<file path="config.mk">
export PLATFORM = sky130hd
export DESIGN_NAME = uart_tx_fsm
export DESIGN_NICKNAME = d
export VERILOG_FILES = /design/src/rtl/uart_pkg.sv /design/src/rtl/uart_tx_baud_cnt.sv /design/src/rtl/uart_tx_fsm.sv
export SDC_FILE = /design/constraint.sdc
export NUM_CORES = 1
export LEC_CHECK = 0
export ABC_AREA = 1
export CAP_MARGIN = 20
export CORE_UTILIZATION = 45
export DETAILED_ROUTE_END_ITERATION = 8
export GPL_TIMING_DRIVEN = 0
export PLACE_DENSITY_LB_ADDON = 0.3
export SETUP_SLACK_MARGIN = 0.02
export SLEW_MARGIN = 20
export SYNTH_ARGS = -nofsm -noshare
export SYNTH_HDL_FRONTEND = slang
export SYNTH_SLANG_ARGS = --single-unit
</file>
<file path="constraint.sdc">
create_clock -name clk -period 3.6 [get_ports clk]
set_clock_uncertainty 0.2 [all_clocks]
set_input_delay 0.36 -clock clk [delete_from_list [all_inputs] [get_ports clk]]
set_output_delay 0.36 -clock clk [all_outputs]
set_load 0.01 [all_outputs]
</file>
<file path="src/rtl/uart_pkg.sv">
// Shared definitions for the UART transmit path: FSM state encoding and
// parity-type encodings used by par_typ.
package uart_pkg;

    typedef enum logic [2:0] {
        IDLE   = 3'b000,
        START  = 3'b001,
        DATA   = 3'b010,
        PARITY = 3'b011,
        STOP   = 3'b110
    } state_t;

    localparam logic PAR_EVEN = 1'b0;
    localparam logic PAR_ODD  = 1'b1;

endpackage

</file>
<file path="src/rtl/uart_tx_baud_cnt.sv">
// Bit-timing counters for the UART transmitter. edge_cnt counts clk cycles
// inside one bit period, bit_cnt counts bits inside the DATA or STOP phase.
// Optional macro UART_TX_TWO_STOP_EN: stop phase spans two bit periods.
module uart_tx_baud_cnt #(
    parameter int DATA_W     = 8,
    parameter int PRESCALE_W = 6,
    localparam int BIT_W     = (DATA_W > 1) ? $clog2(DATA_W) : 1
) (
    input  logic                  clk,
    input  logic                  rst,
    input  logic                  run,         // frame in progress
    input  logic                  cnt_bits,    // current phase counts bits
    input  logic                  phase_last,  // current bit is the phase's last
    input  logic [PRESCALE_W-1:0] presc,       // latched cycles per bit, >= 1
    output logic                  bit_done,    // last cycle of the current bit
    output logic                  last_data,   // on the final data bit
    output logic                  last_stop    // on the final stop bit
);

    localparam logic [PRESCALE_W-1:0] P_ONE = PRESCALE_W'(1);
    localparam logic [BIT_W-1:0]      B_ONE = BIT_W'(1);

    logic [PRESCALE_W-1:0] edge_cnt;
    logic [BIT_W-1:0]      bit_cnt;

    assign bit_done  = (edge_cnt == presc - P_ONE);
    assign last_data = (bit_cnt == BIT_W'(DATA_W - 1));
`ifdef UART_TX_TWO_STOP_EN
    assign last_stop = (bit_cnt == B_ONE);
`else
    assign last_stop = 1'b1;
`endif

    // Cycle counter wraps at each bit boundary; bit counter restarts at the
    // end of each phase so it is already zero when the next phase begins.
    always_ff @(posedge clk) begin
        if (rst || !run) begin
            edge_cnt <= '0;
            bit_cnt  <= '0;
        end else if (bit_done) begin
            edge_cnt <= '0;
            bit_cnt  <= (cnt_bits && !phase_last) ? bit_cnt + B_ONE : '0;
        end else begin
            edge_cnt <= edge_cnt + P_ONE;
        end
    end

endmodule

</file>
<file path="src/rtl/uart_tx_fsm.sv">
// UART transmit controller: latches a byte on data_valid && tx_ready and
// shifts it out LSB-first as start, data, optional parity and stop bits.
// Optional macro UART_TX_TWO_STOP_EN: two stop bits per frame.
module uart_tx_fsm
    import uart_pkg::*;
#(
    parameter int DATA_W     = 8,
    parameter int PRESCALE_W = 6
) (
    input  logic                  clk,
    input  logic                  rst,
    input  logic [DATA_W-1:0]     P_DATA,
    input  logic                  data_valid,
    input  logic                  par_en,
    input  logic                  par_typ,
    input  logic [PRESCALE_W-1:0] prescale,
    output logic                  TX_OUT,
    output logic                  busy,
    output logic                  tx_ready
);

    localparam logic [PRESCALE_W-1:0] P_ONE = PRESCALE_W'(1);

    state_t                state;
    logic [DATA_W-1:0]     data_sh;    // remaining data bits, current at [0]
    logic                  par_q;
    logic                  par_bit_q;
    logic [PRESCALE_W-1:0] presc_q;

    logic                  bit_done;
    logic                  last_data;
    logic                  last_stop;
    logic                  stop_end;
    logic                  accept;
    logic [PRESCALE_W-1:0] presc_eff;
    logic                  par_new;

    // A prescale of zero would never finish a bit, so it runs as one.
    assign presc_eff = (prescale == '0) ? P_ONE : prescale;
    assign par_new   = (^P_DATA) ^ (par_typ == PAR_ODD);
    assign stop_end  = (state == STOP) && bit_done && last_stop;
    assign tx_ready  = (state == IDLE) || stop_end;
    assign accept    = data_valid && tx_ready;

    uart_tx_baud_cnt #(
        .DATA_W     (DATA_W),
        .PRESCALE_W (PRESCALE_W)
    ) u_baud (
        .clk        (clk),
        .rst        (rst),
        .run        (state != IDLE),
        .cnt_bits   ((state == DATA) || (state == STOP)),
        .phase_last ((state == DATA) ? last_data : last_stop),
        .presc      (presc_q),
        .bit_done   (bit_done),
        .last_data  (last_data),
        .last_stop  (last_stop)
    );

    // Frame sequencer; TX_OUT and busy are registered with the state so the
    // line level always matches the bit the counters are timing.
    always_ff @(posedge clk) begin
        if (rst) begin
            state     <= IDLE;
            TX_OUT    <= 1'b1;
            busy      <= 1'b0;
            data_sh   <= '0;
            par_q     <= 1'b0;
            par_bit_q <= 1'b0;
            presc_q   <= P_ONE;
        end else if (accept) begin
            // Shadow all frame parameters so later input changes are ignored.
            data_sh   <= P_DATA;
            par_q     <= par_en;
            par_bit_q <= par_new;
            presc_q   <= presc_eff;
            state     <= START;
            TX_OUT    <= 1'b0;
            busy      <= 1'b1;
        end else begin
            case (state)
                IDLE: ;
                START: if (bit_done) begin
                    state  <= DATA;
                    TX_OUT <= data_sh[0];
                end
                DATA: if (bit_done) begin
                    if (!last_data) begin
                        data_sh <= data_sh >> 1;
                        TX_OUT  <= data_sh[1];
                    end else if (par_q) begin
                        state  <= PARITY;
                        TX_OUT <= par_bit_q;
                    end else begin
                        state  <= STOP;
                        TX_OUT <= 1'b1;
                    end
                end
                PARITY: if (bit_done) begin
                    state  <= STOP;
                    TX_OUT <= 1'b1;
                end
                STOP: if (stop_end) begin
                    state  <= IDLE;
                    TX_OUT <= 1'b1;
                    busy   <= 1'b0;
                end
                default: begin
                    state  <= IDLE;
                    TX_OUT <= 1'b1;
                    busy   <= 1'b0;
                end
            endcase
        end
    end

endmodule

</file>
==> results of run 1 <==
==> path summary, 6_finish.rpt <==
check,from,to,slack (ns)
max reg2reg,presc_q[0],data_sh[5],1.27
min,presc_q[5],presc_q[5],0.27
min reg2reg,presc_q[5],presc_q[5],0.27
max,presc_q[0],tx_ready,0.71
==> kinds of logic (layout without fill, tap and decap cells) <==
group           count (synthesis)  count (layout)  synth area share (%)
xor+xnor                       10              10                 5.159
simple gates                  129             129                 35.45
fa+ha+maj                       4               4                 2.948
compound gates                 33              33                 11.13
flops                          30              30                 35.37
buf+inv                        39              67                 9.948
==> cell type report <==
type	instances	share of cell area [%]
sequential	30	29.41
buffer	3	1.654
timing repair buffer	21	10.29
clock buffer	7	3.738
multi-input combinational	176	45.47
tap	46	2.819
inverter	36	6.618
==> metal layers <==
| layer | vias to the layer above | share of wire, % |
|---|---|---|
| met4 | 0 | 2.4 |
| met1 | 720 | 50 |
| met5 | - | 0 |
| met2 | 19 | 46 |
| li1 | 839 | - |
| met3 | 7 | 1.9 |
==> power groups by stage <==
stage	Clock, uW	Combinational [uW]	Sequential, uW
floorplan	0	166	381
global placement	0	228	384
detailed placement	0	232	384
CTS	259	233	377
global route	274	262	381
finish	255	232	377
==> flip-flops by register name (all words and copies together) (netlist names) <==
name / count
u_baud.bit_cnt: 3
par_bit_q: 1
TX_OUT: 1
data_sh: 8
busy: 1
u_baud.edge_cnt: 6
state: 3
par_q: 1
presc_q: 6
==> critical path, cell delays in order, from the launching register on <==
cell and delay (ns):
dfxtp_1 0.38, inv_1 0.11, ha_1 0.32, xnor2_1 0.14, nor2_2 0.09, nand3_2 0.09
nor2_4 0.20, nand2_4 0.08, nand2_4 0.09, clkdlybuf4s50_1 0.54
==> per-stage QoR <==
step / total power, uW / worst slack (ns)
4_1_cts: 868.8 / 0.6898
2_1_floorplan: 547.3 / 1.503
6_report: 864.0 / 0.7104
3_3_place_gp: 611.8 / 1.009
3_5_place_dp: 616.3 / 0.9985
5_1_grt: 917.4 / 0.5572
==> layout by cell type (no fill, tap or decap), drive strengths merged, types with 2 or more instances in the layout <==
cell type	netlist	final
inv	36	36
nand2	68	68
clkbuf	0	7
xor2	3	3
nor2	26	26
a211oi	2	2
buf	3	3
dfxtp	30	30
xnor2	7	7
o211ai	2	2
a21oi	14	14
nor3b	2	2
o21ai	11	11
ha	4	4
nand3	32	32
clkdlybuf4s50	0	21
==> impl_metrics.py, run 1 <==
metrics = {
    "outcome": {
        "outcome": "finished clean",
    },
    "power_and_ir_drop": {
        "seq_power_share_pct": 43.7,
        "power_density_nw_per_um2": 423.1,
        "p_switching_uw": 276.1,
        "switching_share_pct": 31.95,
        "power_frac_comb_pct": 26.9,
        "clkPwrFrac_pct": 29.5,
        "intPower_uw": 587.9,
        "peakVddDrop_v": 0.0002292,
        "p_leak_uw": 0.0009233,
    },
    "final_layout": {
        "fillers": 349,
        "multiInputGateArea_um2": 928.4,
        "finalInstanceArea_um2": 2042,
        "utilization_pct": 58.87,
        "instances_no_fill": 319,
        "num_antenna_cells": 0,
        "finalNetCount": 296,
        "final-seq-area_um2": 600.6,
        "drive_above_1_share_pct": 8.791,
        "syn2layout_area_growth_pct": 20.27,
    },
    "hold_path": {
        "hold_path_class": "flip-flop to flip-flop",
        "hold_path_depth": 2,
    },
    "clocking": {
        "clk_latency_ns": 0.29,
        "cts.repair.resized": 0,
        "cts_sinks": 30,
        "clock_path_buffers": 2,
        "cts_made_buffers": 5,
        "postCtsHoldBufs": 0,
        "htreeDepth": 2,
        "cts_tree": "built",
        "cts_root_buf": "clkbuf_8",
        "clk_pin_slew_worst_paths_ns": 0.06,
        "postCtsSetupBuffers": 0,
    },
    "synthesis": {
        "synth.yosys.warnings": 0,
        "synth_common_cells": "nand2_1 (64), inv_1 (32), dfxtp_1 (30), nand3_1 (30), nor2_1 (21)",
        "synth_top_cell_by_area": "dfxtp_1",
        "syn-instance-count": 245,
        "synth_edf_count": 0,
        "ys_types": 26,
        "avgSynthCellArea_um2": 6.930,
        "ys_seq_area_share_pct": 35.37,
        "synth_area_leaders": "dfxtp_1 (35%), nand2_1 (14%), nand3_1 (8.8%)",
        "syn_area_um2": 1698,
        "synth_top_area_share_pct": 35.37,
        "synth_seq_cells": 30,
        "yosys.cell_count.top_type": "nand2_1",
        "synth_nets": 268,
        "async_flop_share_pct": 0,
        "ys.flop_type": "dfxtp_1",
    },
    "placed_design": {
        "place_hpwl_um": 2735,
        "gp_congestion": 0.8578,
        "postPlaceCellArea_um2": 1966,
        "io_buffers": 21,
        "post-place-cells": 312,
    },
    "floorplan": {
        "dieArea_um2": 4023,
        "dieHeight_um": 63.43,
        "start_util_pct": 48.95,
        "ioPinCount": 22,
        "die_w_um": 63.43,
        "rows": 21,
        "core_area_um2": 3468,
    },
    "drt": {
        "wire_per_inst_um": 11.21,
        "dr_total_vias": 1585,
        "first_iter_violations": 89,
        "totalWireLength_um": 3577,
        "drtAntennaViolNets": 0,
        "routed_via_density": 4.969,
        "drc": 0,
        "dr.pass1.iters": 4,
    },
    "grt": {
        "grt_util_met1_pct": 25.14,
        "grt_max_degree": 11,
        "antenna_found_initial": 0,
        "grt_pass1_vias": 1503,
        "gr-total-overflow": 0,
        "use_met3_pct": 4.529,
        "grt_pass1_wl_um": 6444,
        "grtUsageTotal_pct": 20.82,
        "top_usage_layer": "met2",
        "met2_usage_pct": 34.04,
    },
    "worst_setup_path": {
        "critPathKind": "flip-flop to output port",
        "endpoint_kind": "output port",
        "start_kind": "flip-flop",
        "r2r_cells": 13,
        "cp_max_fo": 7,
        "required_ns": 3.04,
        "cp.arrival_ns": 2.33,
    },
    "sta": {
        "timing.fmax_mhz": 346.1,
        "setup_tns_ns": 0,
        "finalCritPeriodShare_pct": 80.27,
        "rsz0062_at_grt": "false",
        "drv_slew": 0,
        "worstMarginPinSlew_ns": 0.3498,
        "fin_hold_ws_ns": 0.2714,
        "period_minus_slack_ns": 2.890,
        "final-setup-viol-count": 0,
        "max_slew_margin_pct": 76.54,
        "hold_viol_final": 0,
    },
    "job": {
        "drv_cap": 0,
    },
}
(Power assumes the default switching activity.)
==> run 2, diff against run 1 <==
- clock period: 3.6 -> 2.4 ns (I/O delays scaled with it)
==> run 2 against run 1 <==
Net effect: final cell count is 1.9% higher; sequential power is 50% higher; first-iteration DRC count is 10% higher; largest cell class unchanged.
==> impl_metrics.py, run 2 (synthesis results as in run 1) <==
metrics = {
    "worst_setup_path": {
        "required_ns": 1.96,
        "cp_num_buf_inv": 3,
        "start_kind": "flip-flop",
        "slowest_delay_ns": 0.36,
        "cpMostUsedCell": "nand2_4",
        "setup.worst_path.start": "presc_q[0]",
        "cp.arrival_ns": 1.80,
        "path_cells": "inv_2, ha_2, xnor2_1, nor2_2, nand3_2, nor2_4, buf_4, nand2_4, nand2_4, clkbuf_2",
        "r2r-start": "presc_q[0]",
        "cp_max_fo": 4,
        "path_delay_family": "simple AND/OR/NAND/NOR gates",
        "crit_slowest_cell": "dfxtp_2",
        "critPathKind": "flip-flop to output port",
        "endpoint_kind": "output port",
    },
    "placed_design": {
        "gp_congestion": 0.8578,
        "place_hpwl_um": 2735,
        "postPlaceCellArea_um2": 1966,
        "dp_slack_ns": -0.08151,
        "io_buffers": 21,
    },
    "sta": {
        "timing.fmax_mhz": 446.3,
        "period_minus_slack_ns": 2.241,
        "hold_viol_final": 0,
        "drv_slew": 0,
        "finalCritPeriodShare_pct": 93.36,
        "max_slew_margin_pct": 76.55,
        "setup_slack_ns": 0.1595,
        "final-setup-viol-count": 0,
        "worstMarginPinSlew_ns": 0.3497,
        "rsz0062_at_grt": "false",
        "fin_hold_ws_ns": 0.2713,
    },
    "drt": {
        "dr_total_vias": 1619,
        "dr.pass1.iters": 4,
        "first_iter_violations": 98,
        "drtAntennaViolNets": 0,
        "routed_via_density": 4.982,
        "drc": 0,
        "totalWireLength_um": 3623,
        "wire_per_inst_um": 11.15,
    },
    "floorplan": {
        "dieHeight_um": 63.43,
        "ioPinCount": 22,
        "dieArea_um2": 4023,
        "die_w_um": 63.43,
        "core_area_um2": 3468,
        "rows": 21,
        "start_util_pct": 48.95,
    },
    "clocking": {
        "cts_sinks": 30,
        "htreeDepth": 2,
        "postCtsHoldBufs": 0,
        "cts_root_buf": "clkbuf_8",
        "clock_path_buffers": 2,
        "cts_tree": "built",
        "clk_latency_ns": 0.29,
        "clk_pin_slew_worst_paths_ns": 0.06,
        "cts_made_buffers": 5,
    },
    "final_layout": {
        "reg_top3": "data_sh x8, presc_q x6, u_baud.edge_cnt x6",
        "utilization_pct": 60.21,
        "num_antenna_cells": 0,
        "drive_above_1_share_pct": 12.19,
        "largest-register": "data_sh",
        "fillers": 348,
        "multiInputGateArea_um2": 930.9,
        "syn2layout_area_growth_pct": 22.99,
        "final_common_cell": "nand2_1",
        "finalNetCount": 302,
        "largest_reg_flops": 8,
        "mostFrequentLayoutCells": "nand2_1 (64), inv_1 (31), nand3_1 (30), dfxtp_1 (29), nor2_1 (21)",
        "finalInstanceArea_um2": 2088,
        "final-seq-area_um2": 601.8,
    },
    "outcome": {
        "outcome": "finished clean",
    },
    "hold_path": {
        "hp-start": "presc_q[5]",
        "hold_path_class": "flip-flop to flip-flop",
    },
    "power_and_ir_drop": {
        "p_leak_uw": 0.0009529,
        "peakVddDrop_v": 0.0003418,
        "power_uw": 1309,
        "power_density_nw_per_um2": 627.1,
    },
    "grt": {
        "grt_pass1_vias": 1503,
        "grt_max_degree": 11,
        "gr-total-overflow": 0,
        "grt_pass1_wl_um": 6465,
        "antenna_found_initial": 0,
        "grtUsageTotal_pct": 20.90,
    },
    "job": {
        "drv_cap": 0,
    },
}
==> run 2: path summary, 6_finish.rpt <==
| path | endpoint | slack, ns | cells after the start |
|---|---|---|---|
| min | presc_q[5] | 0.27 | 2 |
| min reg2reg | presc_q[5] | 0.27 | 2 |
| max reg2reg | data_sh[0] | 0.20 | 14 |
| max | tx_ready | 0.16 | 10 |
==> run 2: metrics by stage <==
step	std cells	TNS [ns]
final	325	0
after global routing	325	0
after CTS	320	0
after detailed placement	312	-0.08151
after global placement	312	-0.07143
after floorplan	245	0
==> run 2: timing repair <==
item | 4_1_cts | 5_1_grt
gates resized for setup | 3 | 4
pin swaps | 1 | 2
endpoints found under the setup margin | 1 | 9
hold endpoints to repair | 0 | 0
setup buffers | 1 | 5
cloned | 0 | 0
==> run 2: tightest hold or removal path: cells and delay by family, from the launching register on <==
kind	cells	cell delay [ns]
AO/OA/AOI/OAI	1	0.05
buffers and inverters	1	0.06
flip-flops	1	0.31
==> run 2: where the power goes <==
part           switching [uW]  internal [uW]  leakage [uW]
Sequential               28.9            538      0.000246
Combinational             207            155      0.000669
Clock                     183            199     0.0000383
Total                     418            891      0.000953
==> run 2: layout make-up <==
cell class                 count  area share [%]
inverter                      36           6.591
tap                           46           2.756
multi-input combinational    176           44.58
sequential                    30           28.82
buffer                         3           1.618
clock buffer                   7           3.655
timing repair buffer          27           11.98
==> run 2: layer usage <==
metal | up-vias | track usage, % | wire (um)
li1 | 852 | - | -
met1 | 732 | 25.47 | 1752
met2 | 28 | 33.91 | 1693
met3 | 7 | 4.529 | 89
met4 | 0 | 11.36 | 87
met5 | - | 0 | 0
==> run 3, diff against run 2 <==
- CTS_CLUSTER_DIAMETER: default -> 60
==> results of run 3 <==
Final layout, timing and power as in run 2 (identical DEF).
